===== src/rtl/regfile_write_buffer.sv =====
// Purpose : register-file write side; queues write requests in an in-order FIFO and owns the array plus two read ports.
// Latency : a write accepted at edge N commits at edge N+1 at the earliest; reads are combinational.
// Backpr. : wr_ready = !full (no same-cycle refill); commit_en low holds the queue.
// Option  : define REGFILE_WB_BYPASS_EN to forward the youngest matching queued write onto op1/op2.
module regfile_write_buffer #(
    parameter int ADDR_W = 1,
    parameter int DEPTH  = 2
) (
    input  logic                       clk,
    input  logic                       rst_n,
    input  logic                       wr_valid,
    output logic                       wr_ready,
    input  logic [ADDR_W-1:0]          wr_addr,
    input  logic [31:0]                wr_data,
    input  logic                       commit_en,
    input  logic [ADDR_W-1:0]          ra0,
    input  logic [ADDR_W-1:0]          ra1,
    output logic [31:0]                op1,
    output logic [31:0]                op2,
    output logic [$clog2(DEPTH):0]     pending,
    output logic                       empty,
    output logic                       full
);

    localparam int NREGS = 2 ** ADDR_W;
    localparam int PTR_W = $clog2(DEPTH);
    localparam int CNT_W = PTR_W + 1;

    // Register array and write queue
    logic [31:0]       regs_q      [NREGS];
    logic [ADDR_W-1:0] fifo_addr_q [DEPTH];
    logic [31:0]       fifo_data_q [DEPTH];

    logic [PTR_W-1:0]  wr_ptr_q, wr_ptr_d;
    logic [PTR_W-1:0]  rd_ptr_q, rd_ptr_d;
    logic [CNT_W-1:0]  cnt_q, cnt_d;

    logic              push;
    logic              pop;
    logic [ADDR_W-1:0] head_addr;
    logic [31:0]       head_data;

    // Architectural reset image of the register array
    function automatic logic [31:0] reset_val(input int r);
        logic [31:0] v;
        case (r)
            0:       v = 32'h0005_0045;
            1:       v = 32'h0005_1F15;
            default: v = 32'h0000_0000;
        endcase
        return v;
    endfunction

    // Read one port: array value, optionally overridden by the youngest queued write to the same address
    function automatic logic [31:0] read_port(input logic [ADDR_W-1:0] ra);
        logic [31:0] rd;
        rd = regs_q[ra];
`ifdef REGFILE_WB_BYPASS_EN
        begin
            logic [PTR_W-1:0] idx;
            // Walk oldest to youngest so the last match wins
            for (int i = 0; i < DEPTH; i++) begin
                idx = rd_ptr_q + PTR_W'(i);
                if ((CNT_W'(i) < cnt_q) && (fifo_addr_q[idx] == ra)) begin
                    rd = fifo_data_q[idx];
                end
            end
        end
`endif
        return rd;
    endfunction

    // Status decodes straight from the registered count
    assign full      = (cnt_q == CNT_W'(DEPTH));
    assign empty     = (cnt_q == '0);
    assign wr_ready  = !full;
    assign pending   = cnt_q;

    // Handshake qualifiers; pop looks only at current occupancy, so a fresh push is never passed through
    assign push      = wr_valid && wr_ready;
    assign pop       = commit_en && !empty;
    assign head_addr = fifo_addr_q[rd_ptr_q];
    assign head_data = fifo_data_q[rd_ptr_q];

    // Next-state for pointers and occupancy count
    always_comb begin
        wr_ptr_d = wr_ptr_q;
        rd_ptr_d = rd_ptr_q;
        cnt_d    = cnt_q;
        if (push) begin
            wr_ptr_d = wr_ptr_q + PTR_W'(1);
        end
        if (pop) begin
            rd_ptr_d = rd_ptr_q + PTR_W'(1);
        end
        case ({push, pop})
            2'b10:   cnt_d = cnt_q + CNT_W'(1);
            2'b01:   cnt_d = cnt_q - CNT_W'(1);
            default: cnt_d = cnt_q;
        endcase
    end

    // Queue control state and register array, both cleared by reset (queued entries are discarded)
    always_ff @(posedge clk) begin
        if (!rst_n) begin
            wr_ptr_q <= '0;
            rd_ptr_q <= '0;
            cnt_q    <= '0;
            for (int r = 0; r < NREGS; r++) begin
                regs_q[r] <= reset_val(r);
            end
        end else begin
            wr_ptr_q <= wr_ptr_d;
            rd_ptr_q <= rd_ptr_d;
            cnt_q    <= cnt_d;
            if (pop) begin
                regs_q[head_addr] <= head_data;
            end
        end
    end

    // Queue payload storage; contents are qualified by the count, so no reset is needed
    always_ff @(posedge clk) begin
        if (push) begin
            fifo_addr_q[wr_ptr_q] <= wr_addr;
            fifo_data_q[wr_ptr_q] <= wr_data;
        end
    end

    // Combinational read ports
    always_comb begin
        op1 = read_port(ra0);
        op2 = read_port(ra1);
    end

endmodule


===== config.mk =====
export PLATFORM = sky130hd
export DESIGN_NAME = regfile_write_buffer
export DESIGN_NICKNAME = d
export VERILOG_FILES = /design/src/rtl/regfile_write_buffer.sv
export SDC_FILE = /design/constraint.sdc
export NUM_CORES = 1
export LEC_CHECK = 0
export CAP_MARGIN = 20
export CORE_MARGIN = 3
export CORE_UTILIZATION = 35
export DETAILED_ROUTE_END_ITERATION = 10
export GPL_TIMING_DRIVEN = 0
export MAX_ROUTING_LAYER = met4
export PLACE_DENSITY = 0.7
export SLEW_MARGIN = 40
export SYNTH_ARGS = -nofsm -noshare
export SYNTH_HDL_FRONTEND = slang
export SYNTH_SLANG_ARGS = --single-unit
export TNS_END_PERCENT = 10

===== constraint.sdc =====
create_clock -name clk -period 2.8 [get_ports clk]
set_input_delay 0.42 -clock clk [delete_from_list [all_inputs] [get_ports clk]]
set_output_delay 0.42 -clock clk [all_outputs]
set_load 0.01 [all_outputs]

# Word-level counts from Yosys, hierarchy flattened
# Memory sizes are Yosys's and may differ from the RTL's. A register that Yosys moved wholly into a read port is not among the register bits.
# Index checks and enable logic that the tools add are counted.
# op_classes
n_mux,16
n_reduce_logical,7
add_sub_neg,4
n_eq_ne,3
# op_table
cell,count
32-bit 2-to-1 mux,3
32-bit OR reduction,1
1-bit 2-to-1 mux,12
"2-bit == test, second input constant",2
2-bit case mux with 2 select lines,1
"1-bit adder, second input constant",2
"2-bit by 1-bit adder with 2-bit output, second input constant",1
"2-bit by 1-bit == test with 1-bit output, second input constant",1
1-bit logical AND,2
1-bit zero test,2
2-bit zero test,1
2-bit nonzero test,1
"2-bit by 1-bit subtractor with 2-bit output, second input constant",1
# word_totals
mem_count,3
ram_bits,130
reg_bits,4
output_inout_bits,69
in_bits,39
# mem_list
name,depth,word_bits,rd,rd_clocked_by_memory_dff,wr,line_no,rtl
fifo_data_q,2,32,1,1,1,32,logic [31:0] fifo_data_q [DEPTH];
regs_q,2,32,2,0,2,30,logic [31:0] regs_q [NREGS];
fifo_addr_q,2,1,1,1,1,31,logic [ADDR_W-1:0] fifo_addr_q [DEPTH];

# Logic depth before layout (Yosys ltp)
# depth
ltp_word,8
ltp_mapped,7
mapped_depth_nobuf,7

# Worst setup path before layout
# OpenSTA, ideal clock, no wires.
# synth_timing
path_kind,flip-flop to flip-flop
from,reg with a tool-made name
to,"mem regs_q[0][0], enable pin"
period_less_slack_ns,2.093
setup_time_ns,0.389
arrival_time_ns,1.703
path_slack_ns,0.707
path_stages_with_launch,6
required_ns,2.411
path_cell_list,dfxtp_1 > buf_4 > mux2i_4 > nand3_4 > buf_6 > nand2_1
# synth_rtl
element,line_no
"end, declared",30

# Final worst setup path
# layout_timing
from,in ra0
to,out op1[30]
# layout_via
elab_chain_len,1
# layout_rtl
element,line_no,rtl
"start, declared",16,"input logic [ADDR_W-1:0] ra0,"
memory read 2 x 32 bit,-,
"end, declared",18,"output logic [31:0] op1,"
# No other way between the ends.

==> results.sh <==
export IMPL_dieArea_sq_um=17600
export IMPL_yosysTopAreaCell="edfxtp_1"
export IMPL_power_mw=5.923
export IMPL_finalCriticalPeriod_ps=2378
export IMPL_placedCellCount=658
export IMPL_h_tree_depth=4
export IMPL_dr_max_layer_used="met4"
export IMPL_r2r_cells=5
export IMPL_antenna_found_initial=1
export IMPL_drive_gt1_frac=0.2322
export IMPL_cts_tree="yes"
export IMPL_cts_sinks=135
export IMPL_synthTopCellsByArea="edfxtp_1, mux2_2, mux2i_1"
export IMPL_maxCapViolCount=0
export IMPL_hold_class="input port to register"
export IMPL_fin_skew_ps=10.57
export IMPL_track_usage=0.1484
export IMPL_yosysMostFrequentCell="edfxtp_1"
export IMPL_post_cts_buffers=0
export IMPL_critPathLaunchType="input port"
export IMPL_crit_path_end_kind="primary output"
export IMPL_syn_cell_area_sq_um=5617
export IMPL_power_density_nw_per_um2=790.9
export IMPL_async_flop_share=0
export IMPL_grt_pass1_wl_um=19000
export IMPL_holdBufCountCts=0
export IMPL_syn_num_nets=382
export IMPL_synth_flop_cell="edfxtp_1"
export IMPL_drcViolationCount=0
export IMPL_io_pins=108
export IMPL_cts_path_max_buffers=2
export IMPL_grt_start_max_net_pins=34
export IMPL_setup_viol=0
export IMPL_syn_area_per_cell_sq_um=16.42
export IMPL_die_y_um=132.7
export IMPL_avgViaCountPerCell=4.667
export IMPL_clock_latency_ps=420
export IMPL_final_nets=506
export IMPL_cts_buffers=17
export IMPL_cp_arrival_ps=1960
export IMPL_initial_core_util=0.3641
export IMPL_gp_congestion=0.7180
export IMPL_crit_fanout=10
export IMPL_status="complete, no violations"
export IMPL_syn_to_final_growth_pct=33.35
export IMPL_whs_path_depth=2
export IMPL_cts_root_buf="clkbuf_16"
export IMPL_path_clk_slew_ps=50
export IMPL_ant_nets=0
export IMPL_final_cells=690
export IMPL_rows=45
export IMPL_synth_top_cell_area_share=0.6950
export IMPL_relSlewSlack=0.5691
export IMPL_post_route_cell_area_sq_um=7490
export IMPL_leakage_nw=2.526
export IMPL_seq_area_frac_synth=0.7129
export IMPL_coreArea_sq_um=15430
export IMPL_required_ps=2380
export IMPL_fin_tns_setup_ps=0
export IMPL_wl_met3_um=501
export IMPL_syn_inst=342
export IMPL_finalMaxSlewViolations=0
export IMPL_cts_resized=0
export IMPL_grt_overflow=0
export IMPL_placed_area_sq_um=6965
export IMPL_drt_total_wl_um=12230
export IMPL_post_drt_wl_per_cell_um=17.73
export IMPL_ir_drop_mv=0.6355
export IMPL_synth_edff_count=130
export IMPL_ys_ff_latch=135
export IMPL_critical_path_class="input port to primary output"
export IMPL_first_iter_violations=249
export IMPL_rsz0062_at_grt="false"
export IMPL_wl_met2_um=6398
export IMPL_synth_distinct_cells=27
export IMPL_grt_pass1_vias=3513
export IMPL_wl_met1_um=5149
export IMPL_vias=3220
export IMPL_worst_slew_pin_slew_ps=645.7
export IMPL_multiInputGateArea_sq_um=1508
export IMPL_fp_dieW_um=132.7
export IMPL_seq_area_sq_um=4004
export IMPL_fin_crit_sh=0.8491
export IMPL_io_buffers=104
export IMPL_hold_viol_final=0
export IMPL_n_fill_cell=1342
export IMPL_dpl_hpwl_um=8170
export IMPL_ys_warn_count=0
export IMPL_ys_top_cells_by_count="edfxtp_1, mux2_2, nor2_1, mux2i_1, nand2_1"
export IMPL_fmax_mhz=420.6
export IMPL_first_pass_iters=5
cell usage in the layout, fill, tap and decap left out, drive strengths merged:
cell	count
edfxtp	130
clkdlybuf4s50	104
mux2	65
nor2	52
mux2i	33
clkbuf	21
nand2	18
buf	16
clkinv	10
dfxtp	5
and2	3
inv	2
or3	2
xnor2	2
o21ai	2
a21boi	2
clkinvlp	2
nand3	2
diode	1
o21a	1
nor2b	1
and3	1
xor2	1
o211ai	1
ha	1
bufinv	1
metrics by stage:
step	worst slack, ps	utilization	hold WS (ps)
after floorplan	707.2	-	457.0
after global placement	-344.4	0.4487	465.9
after detailed placement	393.9	0.4515	493.8
after CTS	397.9	0.4852	389.1
after global routing	336.1	0.4855	400.9
final	422.5	0.4855	396.4
layer usage:
layer,GRT usage,up-vias
met5,-,-
met4,0.05889,0
met3,0.03536,17
met2,0.2510,87
met1,0.1708,1592
li1,-,1524
critical path, cell delays in order:
cell	delay, ps
clkbuf_1	240
buf_2	400
mux2_2	400
clkdlybuf4s50_1	490
flip-flops by register name, summed over array words and instances (netlist names), named ones only:
| name | cells |
|---|---|
| regs_q | 64 |
| wr_ptr_q | 1 |
| rd_ptr_q | 1 |
| fifo_addr_q | 2 |
| pending | 2 |
| fifo_data_q | 64 |
report_power, final:
| part | internal, mW | switching (mW) | total, mW |
|---|---|---|---|
| clock | 1.19 | 0.789 | 1.98 |
| sequential | 2.53 | 0.101 | 2.63 |
| combinational | 0.640 | 0.672 | 1.31 |
kinds of logic after synthesis:
family | synth area share
flip-flops | 0.7129
AO/OA/AOI/OAI | 0.007351
AND/OR/NAND/NOR | 0.05993
adder cells (fa/ha/maj) | 0.002227
multiplexers | 0.1914
buffers and inverters | 0.02161
XOR/XNOR | 0.004679
area by class of cell:
cell class                      count  share of cell area
Antenna cell                        1           0.0003341
Buffer                             17             0.01470
Sequential cell                   135              0.5346
Clock buffer                       19             0.05780
Tap cell                          211             0.03525
Inverter                            3            0.001671
Multi-Input combinational cell    187              0.2013
Timing Repair Buffer              105              0.1427
Clock inverter                     12             0.01169
path summary, 6_finish.rpt:
| path | from | endpoint | slack, ps |
|---|---|---|---|
| setup / recovery | ra0 | op1[30] | 420 |
| hold / removal | rst_n | wr_ptr_q | 400 |
| setup reg to reg | register | regs_q[0][10] | 810 |
| hold reg to reg | wr_ptr_q | wr_ptr_q | 500 |
(Power assumes the default switching activity.)
